## config.mk

```make
export PLATFORM = sky130hd
export DESIGN_NAME = wb_sequencer
export DESIGN_NICKNAME = d
export VERILOG_FILES = /design/src/rtl/wb_pkg.sv /design/src/rtl/wb_fifo.sv /design/src/rtl/wb_sequencer.sv
export SDC_FILE = /design/constraint.sdc
export NUM_CORES = 1
export LEC_CHECK = 0
export CAP_MARGIN = 20
export CORE_MARGIN = 1
export CORE_UTILIZATION = 54
export DETAILED_ROUTE_END_ITERATION = 6
export GPL_ROUTABILITY_DRIVEN = 0
export HOLD_SLACK_MARGIN = 0.02
export PLACE_DENSITY = 0.89
export SYNTH_ARGS = -nofsm -noshare
export SYNTH_HDL_FRONTEND = slang
export SYNTH_HIERARCHICAL = 1
export SYNTH_SLANG_ARGS = --single-unit
```

## constraint.sdc

```tcl
create_clock -name clk -period 9.03 [get_ports clk]
set_input_delay 1.806 -clock clk [delete_from_list [all_inputs] [get_ports clk]]
set_output_delay 1.806 -clock clk [all_outputs]
set_load 0.02 [all_outputs]
```

## src/rtl/wb_pkg.sv

```systemverilog
// Shared types and constants for the write-back sequencer and its queue.
package wb_pkg;

  localparam int DW   = 32;
  localparam int RA_W = 4;
  localparam logic [RA_W-1:0] PC_ADDR = 4'hF;

  typedef struct packed {
    logic            dual;
    logic [RA_W-1:0] a1;
    logic [DW-1:0]   d1;
    logic [RA_W-1:0] a2;
    logic [DW-1:0]   d2;
  } wb_entry_t;

  // A queued entry blocks decode on reg if either of its live destinations
  // matches; the PC is never reported because it has its own write path.
  function automatic logic entry_hits(input wb_entry_t e, input logic [RA_W-1:0] reg_addr);
    return (reg_addr != PC_ADDR) &&
           ((e.a1 == reg_addr) || (e.dual && (e.a2 == reg_addr)));
  endfunction

endpackage

```

## src/rtl/wb_fifo.sv

```systemverilog
// Circular buffer of write-back entries exposing head, per-slot valid bits
// and the whole entry array so the parent can scan it for hazards.
module wb_fifo
  import wb_pkg::*;
#(
  parameter int DEPTH = 4,
  localparam int PW = $clog2(DEPTH),
  localparam int CW = PW + 1
) (
  input  logic                  clk,
  input  logic                  reset,
  input  logic                  push,
  input  logic                  pop,
  input  wb_entry_t             wr_entry,
  output wb_entry_t             head,
  output logic [DEPTH-1:0]      valid,
  output wb_entry_t [DEPTH-1:0] entries,
  output logic                  empty,
  output logic                  full,
  output logic [CW-1:0]         count
);

  wb_entry_t [DEPTH-1:0] mem;
  logic [PW-1:0]         wr_ptr;
  logic [PW-1:0]         rd_ptr;
  logic [DEPTH-1:0]      valid_next;
  logic                  do_push;
  logic                  do_pop;

  assign empty   = (count == '0);
  assign full    = (count == CW'(DEPTH));
  assign do_pop  = pop & ~empty;
  assign do_push = push & (~full | do_pop);
  assign head    = mem[rd_ptr];
  assign entries = mem;

  // Clear before set: when full, push and pop hit the same slot and the new entry must stay valid.
  always_comb begin
    valid_next = valid;
    if (do_pop)
      valid_next[rd_ptr] = 1'b0;
    if (do_push)
      valid_next[wr_ptr] = 1'b1;
  end

  always_ff @(posedge clk or posedge reset) begin
    if (reset) begin
      wr_ptr <= '0;
      rd_ptr <= '0;
      count  <= '0;
      valid  <= '0;
    end else begin
      valid <= valid_next;
      if (do_push)
        wr_ptr <= wr_ptr + PW'(1);
      if (do_pop)
        rd_ptr <= rd_ptr + PW'(1);
      case ({do_push, do_pop})
        2'b10:   count <= count + CW'(1);
        2'b01:   count <= count - CW'(1);
        default: count <= count;
      endcase
    end
  end

  always_ff @(posedge clk) begin
    if (do_push)
      mem[wr_ptr] <= wr_entry;
  end

endmodule

```

## src/rtl/wb_sequencer.sv

```systemverilog
// Write-back sequencer: queues single/dual-destination results and retires one
// per enabled cycle onto register file ports 3/4 and the PC write path.
module wb_sequencer
  import wb_pkg::*;
#(
  parameter int DEPTH = 4
) (
  input  logic                   clk,
  input  logic                   reset,
  input  logic                   req_valid,
  output logic                   req_ready,
  input  logic                   req_dual,
  input  logic [RA_W-1:0]        req_a1,
  input  logic [DW-1:0]          req_d1,
  input  logic [RA_W-1:0]        req_a2,
  input  logic [DW-1:0]          req_d2,
  input  logic                   wb_en,
  output logic                   we3,
  output logic [RA_W-1:0]        wa3,
  output logic [DW-1:0]          wd3,
  output logic                   we4,
  output logic [RA_W-1:0]        wa4,
  output logic [DW-1:0]          wd4,
  output logic                   pc_we,
  output logic [DW-1:0]          pc_wd,
  input  logic [RA_W-1:0]        chk_a1,
  input  logic [RA_W-1:0]        chk_a2,
  output logic                   hazard,
  output logic                   empty,
  output logic [$clog2(DEPTH):0] count
);

  wb_entry_t             head;
  wb_entry_t             wr_entry;
  wb_entry_t [DEPTH-1:0] entries;
  logic [DEPTH-1:0]      valid;
  logic                  full;
  logic                  pop;
  logic                  push;
  logic                  same_dst;
  logic                  a2_is_pc;

  assign pop       = wb_en & ~empty;
  assign req_ready = ~full | pop;
  assign push      = req_valid & req_ready;

  assign wr_entry = '{dual: req_dual, a1: req_a1, d1: req_d1, a2: req_a2, d2: req_d2};

  wb_fifo #(.DEPTH(DEPTH)) u_fifo (
    .clk      (clk),
    .reset    (reset),
    .push     (push),
    .pop      (pop),
    .wr_entry (wr_entry),
    .head     (head),
    .valid    (valid),
    .entries  (entries),
    .empty    (empty),
    .full     (full),
    .count    (count)
  );

  // For a dual write to the same register port 4 carries it, so the second destination wins.
  always_comb begin
    we3      = 1'b0;
    wa3      = '0;
    wd3      = '0;
    we4      = 1'b0;
    wa4      = '0;
    wd4      = '0;
    pc_we    = 1'b0;
    pc_wd    = '0;
    same_dst = 1'b0;
    a2_is_pc = 1'b0;
    if (pop) begin
      same_dst = head.dual && (head.a1 == head.a2);
      a2_is_pc = head.dual && (head.a2 == PC_ADDR);
      we3      = (head.a1 != PC_ADDR) && !same_dst;
      wa3      = head.a1;
      wd3      = head.d1;
      we4      = head.dual && (head.a2 != PC_ADDR);
      wa4      = head.a2;
      wd4      = head.d2;
      pc_we    = (head.a1 == PC_ADDR) || a2_is_pc;
      pc_wd    = a2_is_pc ? head.d2 : head.d1;
    end
  end

  always_comb begin
    hazard = 1'b0;
    for (int i = 0; i < DEPTH; i++) begin
      if (valid[i] && (entry_hits(entries[i], chk_a1) || entry_hits(entries[i], chk_a2)))
        hazard = 1'b1;
    end
  end

endmodule

```

# Word-level counts from Yosys, hierarchy flattened
# Cells that the tools add are included.
# totals
regBits	303
latchBits	0
ram_bits	0
mem_bits_ro	0
input_bits	85
output_inout_bits	113
wordCells	136
mem_count	0
# op_classes
add_sub_neg	4
mul	0
div_mod_pow	0
order_cmp	4
eq_ne	26
shift	0
n_mux	25
bitwise_logic	11
reduce_logical	42
# op_table
op	count
$bwmux W292	1
$bmux W73 S2	1
$demux W73 S2	1
$mux W73	2
$mux W32	4
$eq A4 B4 Y1	17
$logic_and A1 B1 Y1	26
$mux W4	4
$ne A4 B4 Y1 const B	4
$logic_or A1 B1 Y1	13
$mux W1	9
$eq A4 B4 Y1 const B	2
$lt A2 B3 Y1 const B	2
$pmux W3 S2	1
$add A2 B1 Y2 const B	2
$and A1 B1 Y1	4
$and A4 B4 Y4	1
$demux W1 S2	2
$ge A2 B1 Y1 const B	2
$not A4 Y4	1
$or A4 B4 Y4	1
$add A3 B1 Y3 const B	1
$eq A3 B3 Y1 const B	1
$logic_not A3 Y1	1
other kinds (7)	9

# Longest topological paths before layout
# depth
depth_word	10
ltp_mapped	13

# Cells and area by module
# The synthesis kept the hierarchy.
# by_module_without_submodules
module	instances	cells_each	area_each_um2	seq_area_each_um2
wb_fifo	1	454	11292.1	9043.7
wb_sequencer	1	320	1938.1	0.0

# Worst setup path before layout
# Ideal clock, no wire load.
# synth_timing
kind	input to output
startpoint	input chk_a2[2]
endpoint	output hazard
t_arrival_ps	2830
setup_slack_ps	4394
cell_stages	6
n_path_buf	1
cell_sequence	buf_6 -> xor2_1 -> o41ai_2 -> a22o_1 -> o21ai_1 -> nand4_1
# synth_via
elab_chain_cells	10
word_cells_on_any_way	33
cone_classes	9 x eq/ne; 4 x mux; 20 x reduce/logical
# synth_lines
element	line	source
from (decl)	wb_sequencer.sv:27	input logic [RA_W-1:0] chk_a2,
$eq A4 B4 Y1	wb_pkg.sv:20	((e.a1 == reg_addr) || (e.dual && (e.a2 == reg_addr)));
$logic_and A1 B1 Y1	wb_pkg.sv:20	
$logic_or A1 B1 Y1	wb_pkg.sv:20	
$logic_and A1 B1 Y1	wb_pkg.sv:19	return (reg_addr != PC_ADDR) &&
$logic_or A1 B1 Y1	wb_sequencer.sv:92	if (valid[i] && (entry_hits(entries[i], chk_a1) || entry_hits(entries[i], chk_a2)))
$logic_and A1 B1 Y1	wb_sequencer.sv:92	
$mux W1 (3 in a row)	wb_sequencer.sv:92	
$mux W1 (*)	wb_sequencer.sv:92	
to (decl)	wb_sequencer.sv:28	output logic hazard,
# Every way passes the cells marked *; elsewhere a longest branch is shown, timed or not.

==> reports/summary.txt <==
die height = 158.5 um
Post-Synthesis Cells = 774
Power Internal = 0.003475 W
Final Core Density = 0.6843
setup TNS = 0 ns
DRC viols = 0
global route total overflow = 0
Post-DRT Antenna Nets = 0
unrepaired setup endpoints after global routing = false
complex-gate fraction of the synthesized area = 0.03215
status = finished clean
WP data required = 7.22 ns
DR vias = 7,485
largest family of logic cells by synthesized area = multiplexers
Setup-failing EPs final = 0
power density over the cells = 324.5 nW/um2
dominant synthesized flop cell = edfxtp_1
WS Path Type = reg -> out
fin cells = 1,304
EDFF count, synth = 292
slowest CP cell = dfrtp_4
Sw Pwr = 0.001799 W
Seq cells post-synth = 303
Syn Nets = 868
CP Data Arrival Time = 4.29 ns
pin count of the biggest net entering global routing = 83
switch share = 0.3411
register area share after synthesis = 0.6836
number of global-route vias before repair = 7,529
detailed-route wire length = 28.66 mm
Ys Warns = 6
first-pass GRT wire length = 43.01 mm
row cnt = 56
max-capacitance violation count = 0
H-tree Lvls = 1
core area = 23,750 um2
synthesized cell area = 13,230 um2
count of cell types in the netlist = 42
clock skew = 0.01500 ns
CP most frequent cell = nand2_1
Crit. path cell count = 8
Starting Density = 0.5570
TritonCTS clock tree = done
Setup Buffers After CTS = 0
Final Cycle Share = 0.6753
post-detail-place hpwl = 18.08 mm
Hold Violations, Final = 0
CTS Sinks = 303
Placed Area = 15,380 um2
multi-input logic area = 3857 um2
WP buf/inv = 3
Num CTS Buffers = 29
CP peak stage delay = 0.90 ns
final net count = 1,060
worst-path maximum fanout = 34
mean number of vias per cell = 5.740
Layout fillers = 1,511
Clock Path Buffers = 3
Root Driver = clkbuf_16
maximum vdd ir drop = 0.2267 mV
FF-to-FF path depth = 9
Inst Count DP = 1,253
maximum clock rate = 164.0 MHz
Synth Area in Simple Gates = 0.07745
max_slew headroom = 0.3615
xor-xnor portion of the synthesized cell area = 0.04634
Mean Syn Cell Area = 17.09 um2
Die X = 158.5 um
Worst Hold Depth = 1
Worst-Margin Slew = 0.9555 ns
Starting DRT DRC Count = 594
register clock-pin slew on the reported worst setup and hold paths = 0.06 ns
layout cell share with drive strength beyond 1 = 0.1384
post-CTS sizing = 0
post-layout min period = 6.098 ns
Sequential Area = 9051 um2
WL per Instance = 21.97 um
Clk pwr share = 0.209
clk_lat worst skew = 0.55 ns
post-route cell area = 16,250 um2
CP Cell Sequence = mux4_2, nand4_1, inv_1, nand2_1, buf_4, nand2_1, a21oi_1, clkdlybuf4s50_1
Pleak = 5.405 nW
critical path launch point type = register
Die ar. = 25,130 um2
adder-cell share of the synthesized area = 0.009079
Seq pwr share = 0.391
IO Count = 198
total track usage = 0.2318
top cell family by delay on the critical path = buffers and inverters
worst hold path type = reg -> reg
combinational fraction of design power = 0.400
Port Buffers = 197
fin. max-slew vios = 0
CP Capture Type = output port
mux contribution to synthesized area = 0.1254
Post-synth ARST share = 0.03630
Area Overhead vs Synth = 22.85%
Hold-fix buffers, CTS = 0
DRT Pass-1 Iters = 4
initial antenna violation count = 2
==> layout make-up <==
type / count / share of cell area
clock inverter: 13 / 0.005851
timing repair buffer: 206 / 0.1263
antenna: 2 / 0.0003079
tap: 319 / 0.02456
multi-input combinational: 414 / 0.2373
clock buffer: 35 / 0.04604
inverter: 12 / 0.002771
sequential: 303 / 0.5569
==> worst paths after layout <==
check                                                 to                          from  slack [ns]
hold / removal                 u_fifo/valid[0]$_DFF_PP0_     u_fifo/valid[0]$_DFF_PP0_        0.59
max in group asynchronous   u_fifo/rd_ptr[0]$_DFFE_PP0N_                         reset        7.11
setup / recovery                                pc_wd[1]  u_fifo/rd_ptr[0]$_DFFE_PP0N_        2.93
min in group asynchronous   u_fifo/rd_ptr[1]$_DFFE_PP0N_                         reset        1.56
setup reg to reg           u_fifo/entries[208]$_DFFE_PP_   u_fifo/count[0]$_DFFE_PP0P_        5.09
hold reg to reg                u_fifo/valid[0]$_DFF_PP0_     u_fifo/valid[0]$_DFF_PP0_        0.59
==> Yosys cell counts, types with 2 or more instances <==
master	number	area, um2
a21boi_0	2	15.01
and2_1	73	456.7
nand4_1	12	75.07
and2_2	4	30.03
nand3_1	8	40.04
dfrtp_1	11	275.3
ha_1	8	100.1
edfxtp_1	292	8768
a31oi_1	3	18.77
a21oi_1	34	170.2
o21ai_0	5	25.02
clkbuf_1	14	52.55
inv_1	11	41.29
o41ai_2	2	32.53
o41ai_1	2	17.52
nand2_1	81	304.0
nand2b_1	3	18.77
mux4_2	73	1644
xnor2_1	39	341.6
xor2_1	31	271.5
o21ai_1	2	10.01
buf_6	13	146.4
nor2_1	7	26.28
buf_4	4	30.03
buf_2	13	65.06
a22o_2	4	40.04
o31ai_1	2	15.01
nor3_1	7	35.03
==> power groups by stage <==
stage                     logic (W)  clock network [W]  registers [W]
after floorplan             0.00141                  0        0.00198
after detailed placement    0.00211                  0        0.00210
final                       0.00211            0.00110        0.00206
after global placement      0.00208                  0        0.00208
after CTS                   0.00212            0.00112        0.00207
after global routing        0.00225            0.00117        0.00209
==> per-layer routing <==
metal / part of all wire / up-vias / track usage
met3: 0.075 / 52 / 0.04518
met4: 0.022 / 0 / 0.06227
met2: 0.49 / 306 / 0.3812
met5: 0 / - / 0
met1: 0.41 / 3783 / 0.3187
li1: - / 3344 / -
==> state kept, by name, summed over array words and instances (netlist names) <==
name	count
u_fifo/rd_ptr	2
u_fifo/count	3
u_fifo/valid	4
u_fifo/entries	292
u_fifo/wr_ptr	2
==> worst register-to-register path: stages, from the launching register on <==
cell and delay, ns:
dfrtp_1 0.54, nor3_1 0.13, nand2b_2 0.19, buf_4 0.29, inv_2 0.49, buf_12 0.26
inv_1 0.10, a21boi_4 0.31, and2_4 0.57, buf_4 0.64
==> metrics by stage <==
step | power [W] | setup slack (ns) | hold slack (ns)
finish | 0.005274 | 2.932 | 0.5912
global route | 0.005517 | 2.636 | 0.5824
CTS | 0.005305 | 2.774 | 0.5821
detailed placement | 0.004201 | 2.781 | 0.5683
global placement | 0.004154 | 2.868 | 0.5586
floorplan | 0.003390 | 4.394 | 0.4867
==> cells by family (layout without fill, tap and decap cells) <==
| family | Yosys count | after routing |
|---|---|---|
| AOI/OAI and AO/OA | 62 | 62 |
| xor gates and xnor gates | 70 | 70 |
| adders and majority gates | 9 | 9 |
| buffers and inverters | 57 | 266 |
| DFF | 303 | 303 |
| muxes | 74 | 74 |
| other | 0 | 2 |
| and+or+nand+nor | 199 | 199 |
==> layout by cell type (no fill, tap or decap), drive strengths merged, types with 5 or more instances in the layout <==
cell,n
nor2,7
clkinv,11
a21oi,34
buf,9
and2,77
inv,13
a22o,5
clkdlybuf4s50,197
mux4,73
xnor2,39
o41ai,5
xor2,31
nand4,12
dfrtp,11
ha,8
o21ai,7
clkbuf,35
nand3,8
nor3,7
edfxtp,292
nand2,81
No activity file was read; power rests on OpenSTA's default activity.
